File: src/rtl/oisc8_pkg.sv
// Shared types and bus map for the OISC-8 ALU neighbourhood, including the
// sequential multiply/divide unit.
package oisc8_pkg;

    typedef enum logic [1:0] {
        MD_MUL  = 2'b00,
        MD_MULS = 2'b01,
        MD_DIV  = 2'b10,
        MD_DIVS = 2'b11
    } muldiv_op_t;

    typedef enum logic [1:0] {
        MD_IDLE,
        MD_CALC,
        MD_FIX,
        MD_DONE
    } muldiv_state_t;

    // Bus glue addresses: operands and op are write ports, status/results read ports.
    localparam logic [7:0] MD_ADDR_A      = 8'hE0;
    localparam logic [7:0] MD_ADDR_B      = 8'hE1;
    localparam logic [7:0] MD_ADDR_OP     = 8'hE2;
    localparam logic [7:0] MD_ADDR_STATUS = 8'hE3;
    localparam logic [7:0] MD_ADDR_RES_LO = 8'hE4;
    localparam logic [7:0] MD_ADDR_RES_HI = 8'hE5;

    localparam int MD_STATUS_BUSY_BIT = 0;
    localparam int MD_STATUS_DONE_BIT = 1;
    localparam int MD_STATUS_DBZ_BIT  = 2;

endpackage

File: src/rtl/oisc_seq_muldiv_twos_mag.sv
// Two's-complement magnitude helper: negates the value when the sign flag is
// set, so the same block serves operand entry and result fix-up.
module twos_mag #(
    parameter int WIDTH = 8
) (
    input  logic [WIDTH-1:0] value,
    input  logic             neg,
    output logic [WIDTH-1:0] mag
);

    always_comb mag = neg ? -value : value;

endmodule

File: src/rtl/oisc_seq_muldiv.sv
// Radix-2 sequential multiply/divide unit: one result bit per clock, signed
// operands handled as magnitudes with a single sign fix-up cycle at the end.
module oisc_seq_muldiv
    import oisc8_pkg::*;
#(
    parameter int WIDTH     = 8,
    parameter bit SIGNED_EN = 1'b1
) (
    input  logic             clk,
    input  logic             rst,
    input  logic             start,
    input  logic [1:0]       op,
    input  logic [WIDTH-1:0] a,
    input  logic [WIDTH-1:0] b,
    output logic             busy,
    output logic             done,
    output logic [WIDTH-1:0] result_lo,
    output logic [WIDTH-1:0] result_hi,
    output logic             div_by_zero
);

    localparam int CNT_W = (WIDTH > 1) ? $clog2(WIDTH) : 1;
    localparam logic [CNT_W-1:0] CNT_LAST = CNT_W'(WIDTH - 1);

    muldiv_state_t     state, state_n;
    logic [CNT_W-1:0]  cnt;
    logic              accept;

    muldiv_op_t        op_in;
    logic              in_signed, in_sign_a, in_sign_b;
    logic [WIDTH-1:0]  mag_a, mag_b;

    logic [WIDTH-1:0]  acc_hi, acc_lo, opnd, a_raw;
    logic              is_div, b_zero, sign_a, sign_b;

    logic [WIDTH:0]    mul_sum;
    logic [WIDTH+1:0]  div_diff;

    logic [2*WIDTH-1:0] prod_fix;
    logic [WIDTH-1:0]   quo_fix, rem_fix;

    assign op_in  = muldiv_op_t'(op);
    assign accept = start && (state == MD_IDLE || state == MD_DONE);

    always_comb begin
        in_signed = SIGNED_EN && (op_in == MD_MULS || op_in == MD_DIVS);
        in_sign_a = in_signed && a[WIDTH-1];
        in_sign_b = in_signed && b[WIDTH-1];
    end

    twos_mag #(.WIDTH(WIDTH)) u_mag_a (.value(a), .neg(in_sign_a), .mag(mag_a));
    twos_mag #(.WIDTH(WIDTH)) u_mag_b (.value(b), .neg(in_sign_b), .mag(mag_b));

    always_comb begin
        state_n = state;
        case (state)
            MD_IDLE: if (start) state_n = MD_CALC;
            MD_CALC: if (cnt == CNT_LAST) state_n = MD_FIX;
            MD_FIX:  state_n = MD_DONE;
            MD_DONE: state_n = start ? MD_CALC : MD_IDLE;
            default: state_n = MD_IDLE;
        endcase
    end

    // busy/done are registered from the next state so they align with it
    always_ff @(posedge clk) begin
        if (rst) begin
            state <= MD_IDLE;
            busy  <= 1'b0;
            done  <= 1'b0;
            cnt   <= '0;
        end else begin
            state <= state_n;
            busy  <= (state_n == MD_CALC) || (state_n == MD_FIX);
            done  <= (state_n == MD_DONE);
            if (state == MD_CALC)
                cnt <= (cnt == CNT_LAST) ? '0 : cnt + CNT_W'(1);
            else
                cnt <= '0;
        end
    end

    always_comb begin
        mul_sum  = {1'b0, acc_hi} + (acc_lo[0] ? {1'b0, opnd} : '0);
        div_diff = {1'b0, acc_hi, acc_lo[WIDTH-1]} - {2'b00, opnd};
    end

    // acc_lo holds multiplier (shifted out) or dividend/quotient; acc_hi holds
    // partial product high half or the running remainder.
    always_ff @(posedge clk) begin
        if (accept) begin
            acc_hi <= '0;
            acc_lo <= mag_a;
            opnd   <= mag_b;
            a_raw  <= a;
            b_zero <= (b == '0);
            is_div <= op[1];
            sign_a <= in_sign_a;
            sign_b <= in_sign_b;
        end else if (state == MD_CALC) begin
            if (!is_div) begin
                acc_hi <= mul_sum[WIDTH:1];
                acc_lo <= {mul_sum[0], acc_lo[WIDTH-1:1]};
            end else if (!div_diff[WIDTH+1]) begin
                acc_hi <= div_diff[WIDTH-1:0];
                acc_lo <= {acc_lo[WIDTH-2:0], 1'b1};
            end else begin
                acc_hi <= {acc_hi[WIDTH-2:0], acc_lo[WIDTH-1]};
                acc_lo <= {acc_lo[WIDTH-2:0], 1'b0};
            end
        end
    end

    twos_mag #(.WIDTH(2*WIDTH)) u_fix_prod (.value({acc_hi, acc_lo}), .neg(sign_a ^ sign_b), .mag(prod_fix));
    twos_mag #(.WIDTH(WIDTH))   u_fix_quo  (.value(acc_lo), .neg(sign_a ^ sign_b), .mag(quo_fix));
    twos_mag #(.WIDTH(WIDTH))   u_fix_rem  (.value(acc_hi), .neg(sign_a), .mag(rem_fix));

    // Most-negative / -1 needs no special path: the wrapped quotient magnitude
    // is already the most-negative pattern and the remainder is zero.
    always_ff @(posedge clk) begin
        if (rst) begin
            result_lo   <= '0;
            result_hi   <= '0;
            div_by_zero <= 1'b0;
        end else if (state == MD_FIX) begin
            if (!is_div) begin
                {result_hi, result_lo} <= prod_fix;
                div_by_zero            <= 1'b0;
            end else if (b_zero) begin
                result_lo   <= '1;
                result_hi   <= a_raw;
                div_by_zero <= 1'b1;
            end else begin
                result_lo   <= quo_fix;
                result_hi   <= rem_fix;
                div_by_zero <= 1'b0;
            end
        end
    end

endmodule

File: config.mk
export PLATFORM = sky130hd
export DESIGN_NAME = oisc_seq_muldiv
export DESIGN_NICKNAME = d
export VERILOG_FILES = /design/src/rtl/oisc8_pkg.sv /design/src/rtl/oisc_seq_muldiv_twos_mag.sv /design/src/rtl/oisc_seq_muldiv.sv
export SDC_FILE = /design/constraint.sdc
export NUM_CORES = 1
export LEC_CHECK = 0
export CORE_ASPECT_RATIO = 0.7
export CORE_UTILIZATION = 48
export CTS_BUF_LIST = sky130_fd_sc_hd__clkbuf_16
export CTS_CLUSTER_SIZE = 20
export DETAILED_ROUTE_END_ITERATION = 8
export PLACE_DENSITY = 0.69
export SLEW_MARGIN = 20
export SYNTH_ARGS = -nofsm -noshare
export SYNTH_HDL_FRONTEND = slang
export SYNTH_SLANG_ARGS = --single-unit
File: constraint.sdc
create_clock -name clk -period 5.3 [get_ports clk]
set_input_delay 1.06 -clock clk [delete_from_list [all_inputs] [get_ports clk]]
set_output_delay 1.06 -clock clk [all_outputs]
set_load 0.005 [all_outputs]
==> out/qor.txt <==
Root Buffer: clkbuf_16
Clock Path Buffers: 2
CP max stage cell: clkinv_1
Tot GR Track Use: 0.235
Pre-Repair DR Iteration Count: 7
DIE WIDTH: 111 µm
ys flop type: dfxtp_1
drt wl/cell: 16.3 µm
first-pass GRT wire length: 15600 µm
Worst Skew: 5.56 ps
Pins Over Slew Limit: 0
worst min path class: reg -> reg
Synth Net Count: 498
vias per cell: 5.76
Critical Path Max Stage Delay: 950 ps
final setup fails: 0
die area: 0.00869 mm²
final WL: 9520 µm
share of layout cells above drive strength 1: 0.0476
Area contributors post-synth: edfxtp_1 21%, dfxtp_1 16%, ha_1 8.5%, xor2_1 4.4%, nor2_1 4.1%
Core Area: 0.00797 mm²
setup TNS: 0 ps
Port Buffer Count: 39
Seq/Total Area, Yosys: 0.371
PwrDens: 335 mW/mm²
Async S/R FF share, synth: 0
clk sink count: 60
hold_buf cts: 0
largest net degree at the start of global routing: 36
relative slew slack: 0.331
nets: 528
Area Growth Syn to Fin: 18.0%
Hold Fails Final Rpt: 0
Synth top cells by count: 44 x nor2_1, 34 x nand2_1, 32 x dfxtp_1
critical path required time: 5560 ps
#FFs+latches synth: 60
RePlAce Congestion: 0.860
failing checks: design-rule violations
# fillers: 699
Max Cap Violations: 0
FMAX: 296 MHz
post-route DRC violation count: 6
critical path startpoint category: primary input
RSZ-0062 raised after global routing: no
clock-pin slew on the worst setup and hold paths: 50 ps
post-cts gate resize count: 0
# rows: 27
Tmin final: 3380 ps
nature of the critical path endpoint: flip-flop
crit path kind: in -> reg
status: finished, violations left
CTS Buf Count: 9
vias: 3361
fin crit share: 0.638
count leader, synth: nor2_1
Starting DRT DRC Count: 225
chip height: 78.3 µm
placed cell count: 568
Core Util, Final: 0.591
Post-synth EDFFs: 28
antenna viol nets, final: 0
grt total ovfl: 0
# Post-CTS Setup Buffers: 0
worst vdd ir: 0.147 mV
ANT cells: 0
Starting Density: 0.501
post-DP HPWL: 7240 µm
CTS tree: done
initial antenna violation count: 0
non-filler cells, final: 584
vias in the first global route: 3229
number of H-tree levels: 3
YS warnings: 0
Yosys top cell area share: 0.211
syn avg cell area: 8.91 µm²
Synth cell types: 54
CP Max Fanout: 35
later-pin clock latency in the skew report: 340 ps
Worst-Margin Slew: 997 ps
worst-path cell chain: clkdlybuf4s50_1 -> nand2b_1 -> clkinv_1 -> or3_1 -> a31oi_1
largest area contributor in the synthesized netlist: edfxtp_1
I/O pins: 40
Synth Cell Area: 0.00399 mm²
Gate Count Post-Synth: 448
Pleak: 1.90 nW
Worst Path Arrival: 3650 ps
-- kinds of logic after synthesis --
| family | after synthesis | share of synthesized area |
|---|---|---|
| and+or+nand+nor | 139 | 0.173 |
| muxes | 14 | 0.0354 |
| adders and majority gates | 29 | 0.0947 |
| buffers and inverters | 50 | 0.0502 |
| xor gates and xnor gates | 35 | 0.0806 |
| DFF | 60 | 0.371 |
| AOI/OAI and AO/OA | 121 | 0.195 |
-- layer usage --
| layer | wire length (µm) | GRT usage | vias to the layer above |
|---|---|---|---|
| li1 | - | - | 1666 |
| met2 | 4130 | 0.372 | 95 |
| met1 | 4660 | 0.318 | 1584 |
| met5 | 0 | 0 | - |
| met3 | 592 | 0.0564 | 16 |
| met4 | 144 | 0.0781 | 0 |
-- path summary, 6_finish.rpt --
check | startpoint | end | slack, ps | cells past startpoint
hold / removal | cnt[0] | cnt[0] | 430 | 1
setup reg to reg | state[0] | acc_hi[3] | 2330 | 6
setup / recovery | start | acc_hi[3] | 1920 | 5
hold reg to reg | cnt[0] | cnt[0] | 430 | 1
-- power by group --
group / switching [mW] / total (mW) / internal, mW
clock: 0.203 / 0.560 / 0.357
sequential: 0.0625 / 0.591 / 0.528
combinational: 0.242 / 0.428 / 0.186
-- cells in the final DEF (no fill, tap or decap), drive strengths merged, types with 12 or more instances in the layout --
master | synthesis | layout
nor2 | 44 | 44
clkdlybuf4s50 | 0 | 39
o21ai | 35 | 35
nand2 | 34 | 34
dfxtp | 32 | 32
inv | 28 | 28
edfxtp | 28 | 28
ha | 27 | 27
a21oi | 24 | 24
xor2 | 20 | 20
nor2b | 16 | 16
xnor2 | 15 | 15
mux2i | 13 | 13
nor3 | 12 | 12
-- state kept, by name (all words and copies together) (netlist names), 2 cells and up --
| register | count |
|---|---|
| a_raw | 8 |
| acc_hi | 8 |
| acc_lo | 8 |
| opnd | 8 |
| result_hi | 8 |
| result_lo | 8 |
| cnt | 3 |
| state | 2 |
-- layout make-up --
cell class	count	area [µm²]	area share
multi-input cells	338	2310	0.490
clock inverters	7	60.1	0.0128
clock buffers	9	225	0.0478
repair buffers	40	398	0.0845
well taps	101	126	0.0268
flip-flops and latches	60	1480	0.315
inverters	29	109	0.0231
-- per-stage QoR --
step | power, mW | worst slack (ps) | hold WS (ps) | instance area [µm²]
6_report | 1.58 | 1920 | 427 | 4710
5_1_grt | 1.66 | 1680 | 443 | 4710
4_1_cts | 1.58 | 2290 | 430 | 4710
3_5_place_dp | 1.02 | 1940 | 419 | 4420
3_3_place_gp | 1.01 | 2050 | 409 | 4420
2_1_floorplan | 0.909 | 2800 | 398 | 3990
-- worst max-delay path: cells and delay by family --
kind                   cells  cell delay (ps)
buffers and inverters      2             1390
AND/OR/NAND/NOR            2             1040
AO/OA/AOI/OAI              1              150
Note: power is estimated with default switching activity, not from simulation.
